### src/rtl/uart_rx_ctrl_pkg.sv
// Shared definitions for the UART receive controller:
// FSM state encodings and the default byte width.
package uart_rx_ctrl_pkg;

   localparam int UART_WIDTH = 8;

   typedef enum logic [1:0] {
      ST_OFF   = 2'd0,
      ST_RUN   = 2'd1,
      ST_DRAIN = 2'd2
   } state_e;

endpackage

### src/rtl/uart_rx_ctrl_sync_fifo.sv
// First-word-fall-through FIFO: head entry is always visible on o_head.
// Callers must not push when full without a pop, nor pop when empty.
module sync_fifo #(
   parameter int WIDTH = 8,
   parameter int DEPTH = 4
) (
   input  logic                   i_clk,
   input  logic                   i_rst,
   input  logic                   i_push,
   input  logic                   i_pop,
   input  logic [WIDTH-1:0]       i_data,
   output logic [WIDTH-1:0]       o_head,
   output logic [$clog2(DEPTH):0] o_count
);

   localparam int PW = $clog2(DEPTH);
   localparam int CW = PW + 1;

   logic [WIDTH-1:0] mem_q [DEPTH];
   logic [PW-1:0]    wr_ptr_q, wr_ptr_d;
   logic [PW-1:0]    rd_ptr_q, rd_ptr_d;
   logic [CW-1:0]    count_q, count_d;

   always_comb begin
      wr_ptr_d = wr_ptr_q + PW'(i_push);
      rd_ptr_d = rd_ptr_q + PW'(i_pop);
      count_d  = count_q + CW'(i_push) - CW'(i_pop);
   end

   always_ff @(posedge i_clk or posedge i_rst) begin
      if (i_rst) begin
         wr_ptr_q <= '0;
         rd_ptr_q <= '0;
         count_q  <= '0;
      end else begin
         wr_ptr_q <= wr_ptr_d;
         rd_ptr_q <= rd_ptr_d;
         count_q  <= count_d;
      end
   end

   // Storage needs no reset; validity is tracked by count.
   always_ff @(posedge i_clk) begin
      if (i_push) begin
         mem_q[wr_ptr_q] <= i_data;
      end
   end

   assign o_head  = mem_q[rd_ptr_q];
   assign o_count = count_q;

endmodule

### src/rtl/uart_rx_ctrl.sv
// Receive-side controller: enable sequencing, new-byte edge detect,
// byte buffering, overrun and line-idle reporting.
module uart_rx_ctrl
   import uart_rx_ctrl_pkg::*;
#(
   parameter int WIDTH        = UART_WIDTH,
   parameter int DEPTH        = 4,
   parameter int ALMOST_FULL  = 3,
   parameter int IDLE_TIMEOUT = 1024
) (
   input  logic                   i_clk,
   input  logic                   i_rst,
   input  logic                   i_en,
   output logic                   o_rx_en,
   input  logic [WIDTH-1:0]       i_rx_data,
   input  logic                   i_rx_new,
   output logic [WIDTH-1:0]       o_data,
   output logic                   o_valid,
   input  logic                   i_ready,
   output logic [$clog2(DEPTH):0] o_count,
   output logic                   o_almost_full,
   output logic                   o_overrun,
   input  logic                   i_clr_overrun,
   output logic                   o_idle,
   output logic                   o_busy
);

   localparam int CW = $clog2(DEPTH) + 1;
   localparam int TW = $clog2(IDLE_TIMEOUT);
   localparam logic [TW-1:0] TMR_MAX = TW'(IDLE_TIMEOUT - 1);

   state_e           state_q, state_d;
   logic             rx_en_q, rx_en_d;
   logic             new_prev_q, new_prev_d;
   logic             overrun_q, overrun_d;
   logic             almost_full_q, almost_full_d;
   logic             idle_q, idle_d;
   logic             armed_q, armed_d;
   logic [TW-1:0]    tmr_q, tmr_d;
   logic [CW-1:0]    count, count_nxt;
   logic [WIDTH-1:0] head;
   logic             valid, full, push_ev, push, pop, drop;

   sync_fifo #(
      .WIDTH (WIDTH),
      .DEPTH (DEPTH)
   ) u_fifo (
      .i_clk   (i_clk),
      .i_rst   (i_rst),
      .i_push  (push),
      .i_pop   (pop),
      .i_data  (i_rx_data),
      .o_head  (head),
      .o_count (count)
   );

   assign valid     = (count != '0);
   assign full      = (count == CW'(DEPTH));
   assign pop       = valid & i_ready;
   assign push_ev   = i_rx_new & ~new_prev_q & (state_q == ST_RUN);
   // A full FIFO still accepts a byte when the head leaves this cycle.
   assign push      = push_ev & (~full | pop);
   assign drop      = push_ev & full & ~pop;
   assign count_nxt = count + CW'(push) - CW'(pop);

   always_ff @(posedge i_clk or posedge i_rst) begin
      if (i_rst) begin
         state_q <= ST_OFF;
      end else begin
         state_q <= state_d;
      end
   end

   always_comb begin
      state_d = state_q;
      unique case (state_q)
         ST_OFF: begin
            if (i_en) state_d = ST_RUN;
         end
         ST_RUN: begin
            if (!i_en) state_d = valid ? ST_DRAIN : ST_OFF;
         end
         ST_DRAIN: begin
            if (i_en)        state_d = ST_RUN;
            else if (!valid) state_d = ST_OFF;
         end
         default: state_d = ST_OFF;
      endcase
   end

   always_comb begin
      // Rises a cycle after RUN is entered, falls as RUN is left.
      rx_en_d       = (state_q == ST_RUN) && (state_d == ST_RUN);
      new_prev_d    = i_rx_new;
      overrun_d     = drop | (overrun_q & ~i_clr_overrun);
      almost_full_d = (count_nxt >= CW'(ALMOST_FULL));
      tmr_d         = tmr_q;
      armed_d       = armed_q;
      idle_d        = 1'b0;
      if ((state_q != ST_RUN) || (state_d != ST_RUN)) begin
         tmr_d   = '0;
         armed_d = 1'b0;
      end else if (push_ev) begin
         tmr_d   = '0;
         armed_d = 1'b1;
      end else if (tmr_q != TMR_MAX) begin
         tmr_d = tmr_q + TW'(1);
         if (armed_q && (tmr_d == TMR_MAX)) begin
            idle_d  = 1'b1;
            armed_d = 1'b0;
         end
      end
   end

   always_ff @(posedge i_clk or posedge i_rst) begin
      if (i_rst) begin
         rx_en_q       <= 1'b0;
         new_prev_q    <= 1'b0;
         overrun_q     <= 1'b0;
         almost_full_q <= 1'b0;
         idle_q        <= 1'b0;
         armed_q       <= 1'b0;
         tmr_q         <= '0;
      end else begin
         rx_en_q       <= rx_en_d;
         new_prev_q    <= new_prev_d;
         overrun_q     <= overrun_d;
         almost_full_q <= almost_full_d;
         idle_q        <= idle_d;
         armed_q       <= armed_d;
         tmr_q         <= tmr_d;
      end
   end

   assign o_rx_en       = rx_en_q;
   assign o_valid       = valid;
   assign o_data        = valid ? head : '0;
   assign o_count       = count;
   assign o_almost_full = almost_full_q;
   assign o_overrun     = overrun_q;
   assign o_idle        = idle_q;
   assign o_busy        = (state_q != ST_OFF);

endmodule

### config.mk
export PLATFORM = sky130hd
export DESIGN_NAME = uart_rx_ctrl
export DESIGN_NICKNAME = d
export VERILOG_FILES = /design/src/rtl/uart_rx_ctrl_pkg.sv /design/src/rtl/uart_rx_ctrl_sync_fifo.sv /design/src/rtl/uart_rx_ctrl.sv
export SDC_FILE = /design/constraint.sdc
export NUM_CORES = 1
export LEC_CHECK = 0
export ABC_CLOCK_PERIOD_IN_PS = 2750
export BUFFER_PORTS_ARGS = -buffer_cell sky130_fd_sc_hd__buf_2
export CAP_MARGIN = 20
export CORE_ASPECT_RATIO = 0.9
export CORE_MARGIN = 10
export CORE_UTILIZATION = 40
export CTS_CLUSTER_SIZE = 24
export DETAILED_ROUTE_END_ITERATION = 10
export GPL_ROUTABILITY_DRIVEN = 0
export GPL_TIMING_DRIVEN = 0
export SLEW_MARGIN = 20
export SYNTH_ARGS = -nofsm -noshare
export SYNTH_HDL_FRONTEND = slang
export SYNTH_SLANG_ARGS = --single-unit
### constraint.sdc
create_clock -name i_clk -period 2.75 [get_ports i_clk]
set_input_delay 0.55 -clock i_clk [delete_from_list [all_inputs] [get_ports i_clk]]
set_output_delay 0.55 -clock i_clk [all_outputs]
set_load 0.02 [all_outputs]
==> results.md <==
* Synth Cell Area at roughly 0.0024 mm2
* Antenna violations before repair at 0
* Sequential fraction of the synthesis area at 0.660
* Final count of hold timing violations at 0
* Required time reported for the critical path endpoint at just under 3 ns
* Worst reg-to-reg setup slack at 0.24 ns
* Average wire length per cell after detail routing at around 16 um
* Cell mode on critical path: sky130_fd_sc_hd__ha_1
* Critical path's slowest cell: sky130_fd_sc_hd__dfrtp_1
* Number of levels the H-tree was split into at 3
* Slowest Stage Delay on Critical Path at between 0.4 and 0.5 ns
* LEAKAGE at between 0.001 and 0.0015 uW
* Proportion of synthesized flip-flops having asynchronous set or reset at 0.439
* Post-detail-place hpwl at between 3000 and 4000 um
* Starting density of the core at 0.418
* Max Root-Sink Buffers at 2
* Core area at between 0.005 and 0.006 mm2
* Outcome: completed
* Category of the worst setup path capture point: flop
* Routed wire length at 4590 um
* Post-CTS setup-driven buffer insertion count at 0
* Number of enable-type register cells in the synthesized netlist at 32
* Worst ir drop on vdd at around 0.00042 V
* Maximum number of pins on one net before global-route repair at 26
* Global-route wire length before repair at 7450 um
* Mapped Avg Cell Area at between 10 and 15 um2
* Worst reg2reg endpoint: o_almost_full
* Number of cells in the finished layout apart from fillers at 279
* Post-route DRC at 0
* Inst Count DP at about 260
* Achievable clock frequency at 0.398 GHz
* RSZ-0062 raised after global routing: no
* Number of antenna cells inserted at 0
* Final global-route overflow total at 0
* Ordered cell list for the critical path: or3_1, and2_1, ha_1, inv_1, ha_1, fa_1, xor2_1, xnor2_1, a21o_1
* Worst setup path class: reg -> reg
* Via count of the first global-routing pass at between 1000 and 1500
* Relative area change from synthesis to final layout at 16.5%
* PnR worst setup slack at 0.239 ns
* Pre-CTS worst setup slack at ~0.23 ns
* Clk Tree Root Cell: sky130_fd_sc_hd__clkbuf_8
* Die span in x at about 100 um
* Period utilisation layout at 0.913
* Cts hold-fix bufs at 0
* Kind of start point of the critical path: flop
* Share of the synthesized area in the top cell type at 0.400
* Headroom to the max-slew limit at 0.407
* Fill cell instance count of the final layout at between 500 and 600
* Minimum period implied by the final worst setup slack at 2.51 ns
* Number of nets in the final layout at around 220
* Final Skew at 0.00744 ns
* Via count of the routed design at approximately 1400
* Slew Viols, Final at 0
* Most area-consuming cells after synthesis: sky130_fd_sc_hd__edfxtp_1, sky130_fd_sc_hd__dfrtp_1, sky130_fd_sc_hd__mux4_2
* Commonest cells after routing, fill and taps aside: sky130_fd_sc_hd__edfxtp_1, sky130_fd_sc_hd__buf_2, sky130_fd_sc_hd__dfrtp_1, sky130_fd_sc_hd__and2_1, sky130_fd_sc_hd__clkbuf_8
* Synth Flop Type: sky130_fd_sc_hd__edfxtp_1
* Measured slew at the worst slew-check pin at a little under 0.9 ns
* Final setup fails at 0
* Number of warning messages in the yosys log at 0
* Largest driver fanout on the critical path at 4
* Data arrival time of the critical path at between 2 and 3 ns
* Cells on worst reg2reg path at 9
* Layout cell share with drive strength beyond 1 at 0.278
* CTS tree: done
* Number of CTS-inserted buffers at 9
* I/O pin total at 31
* Post-synthesis sequential element count at 57
* Synth area leader: sky130_fd_sc_hd__edfxtp_1
* Classification of the worst-slack hold path: in -> async
* DIE AREA at around 0.0095 mm2
* Number of distinct library cells after synthesis at 37
* Gate count after technology mapping at around 160
* Count of instances resized after the clock tree is built at 0
* Count of max-cap constraint violations at 0
* Overall track demand over capacity in global routing at 0.106
* Number of nets with antenna violations after routing at 0
* Total power divided by cell area at around 890 mW/mm2
* Area used by multi-input combinational logic at approximately 770 um2
* Commonest non-fill, non-tap cell in the layout: sky130_fd_sc_hd__edfxtp_1
* Clock latency on the worst-skew pair at 0.32 ns
* Worst R2R Start: u_fifo.o_count[2]
* Number of vias per cell at roughly 5
* Number of detailed-routing iterations run before antenna repair at 5
* Vertical extent of the die at around 94 um
* Row count at 26
* Utilization after layout at 0.487
* Net count of the mapped netlist at roughly 180
* Count of port buffers added during placement at 30
* Register clock-pin slew on the reported worst setup and hold paths at about 0.06 ns
* Seq. cell area at around 0.0016 mm2
* Number of clock sinks seen by CTS at 57
* Drt first-iter violations at 68
-- how the worst max path moves through the flow --
| stage | slack [ns] | from | endpoint |
|---|---|---|---|
| finish | 0.24 | u_fifo.o_count[2] | o_almost_full |
| CTS | 0.23 | u_fifo.o_count[2] | o_almost_full |
| global route | 0.12 | u_fifo.o_count[2] | o_almost_full |
| floorplan | 0.28 | u_fifo.o_count[2] | o_almost_full |
| detailed placement | 0.23 | u_fifo.o_count[2] | o_almost_full |
| global placement | -0.07 | i_rx_new | u_fifo.mem_q[0][0] |
-- layout make-up --
cell class	instances	area share
repair buffers	30	0.0536
clock buffers	11	0.0469
flip-flops and latches	57	0.566
clock inverters	5	0.00804
well taps	70	0.0313
multi-input cells	93	0.276
plain buffers	4	0.00581
inverters	9	0.0121
-- kinds of logic after synthesis --
logic type,after synthesis,share of synthesized area
fa+ha+maj,6,0.0343
buf+inv,13,0.0208
flops,57,0.660
xor+xnor,12,0.0437
simple gates,49,0.121
mux,8,0.0749
compound gates,18,0.0453
-- worst max-delay path, delay by kind of cell, from the launching register on --
family | cells | cell delay [ns]
AOI/OAI and AO/OA | 1 | 0.17
DFF | 1 | 0.41
and+or+nand+nor | 2 | 0.61
xor gates and xnor gates | 2 | 0.31
buffers and inverters | 1 | 0.04
adders and majority gates | 3 | 0.87
-- metrics by stage --
| step | setup TNS [ns] | hold WS [ns] | instance area (um2) | total power [uW] |
|---|---|---|---|---|
| final | 0 | 0.298 | 2800 | 2480 |
| after global routing | 0 | 0.338 | 2800 | 2650 |
| after CTS | 0 | 0.342 | 2800 | 2530 |
| after detailed placement | 0 | 0.528 | 2650 | 1920 |
| after global placement | -0.541 | 0.499 | 2640 | 1870 |
| after floorplan | 0 | 0.479 | 2400 | 1650 |
-- power breakdown --
group	internal (uW)	leakage [uW]	switching [uW]
clock	315	0.0000819	292
combinational	341	0.000397	460
sequential	1010	0.000612	66.1
total	1660	0.00109	817
-- routing by layer --
metal	track usage	routed length, um	up-vias	part of all wire
met5	0	0	-	0
li1	-	-	676	-
met3	0.0419	289	9	0.063
met1	0.114	1890	695	0.41
met2	0.174	2320	31	0.50
met4	0.0643	94	0	0.020
-- sequential cells by signal, indices dropped and copies added (netlist names), 2 cells and up --
name,cells
u_fifo.rd_ptr_q,2
u_fifo.wr_ptr_q,2
u_fifo.o_count,3
u_fifo.mem_q,32
state_q,2
tmr_q,10
-- cells in the mapped netlist, types with 3 or more instances --
master / instances
sky130_fd_sc_hd__edfxtp_1: 32
sky130_fd_sc_hd__nor2b_1: 3
sky130_fd_sc_hd__and2_1: 10
sky130_fd_sc_hd__o21ai_0: 3
sky130_fd_sc_hd__nand3_1: 3
sky130_fd_sc_hd__xor2_1: 5
sky130_fd_sc_hd__nor2_1: 7
sky130_fd_sc_hd__xnor2_1: 7
sky130_fd_sc_hd__nand2_1: 8
sky130_fd_sc_hd__a21oi_1: 7
sky130_fd_sc_hd__mux4_2: 8
sky130_fd_sc_hd__or3_1: 3
sky130_fd_sc_hd__ha_1: 5
sky130_fd_sc_hd__dfrtp_1: 25
sky130_fd_sc_hd__inv_1: 9
sky130_fd_sc_hd__clkbuf_1: 3
(Power assumes the default switching activity.)
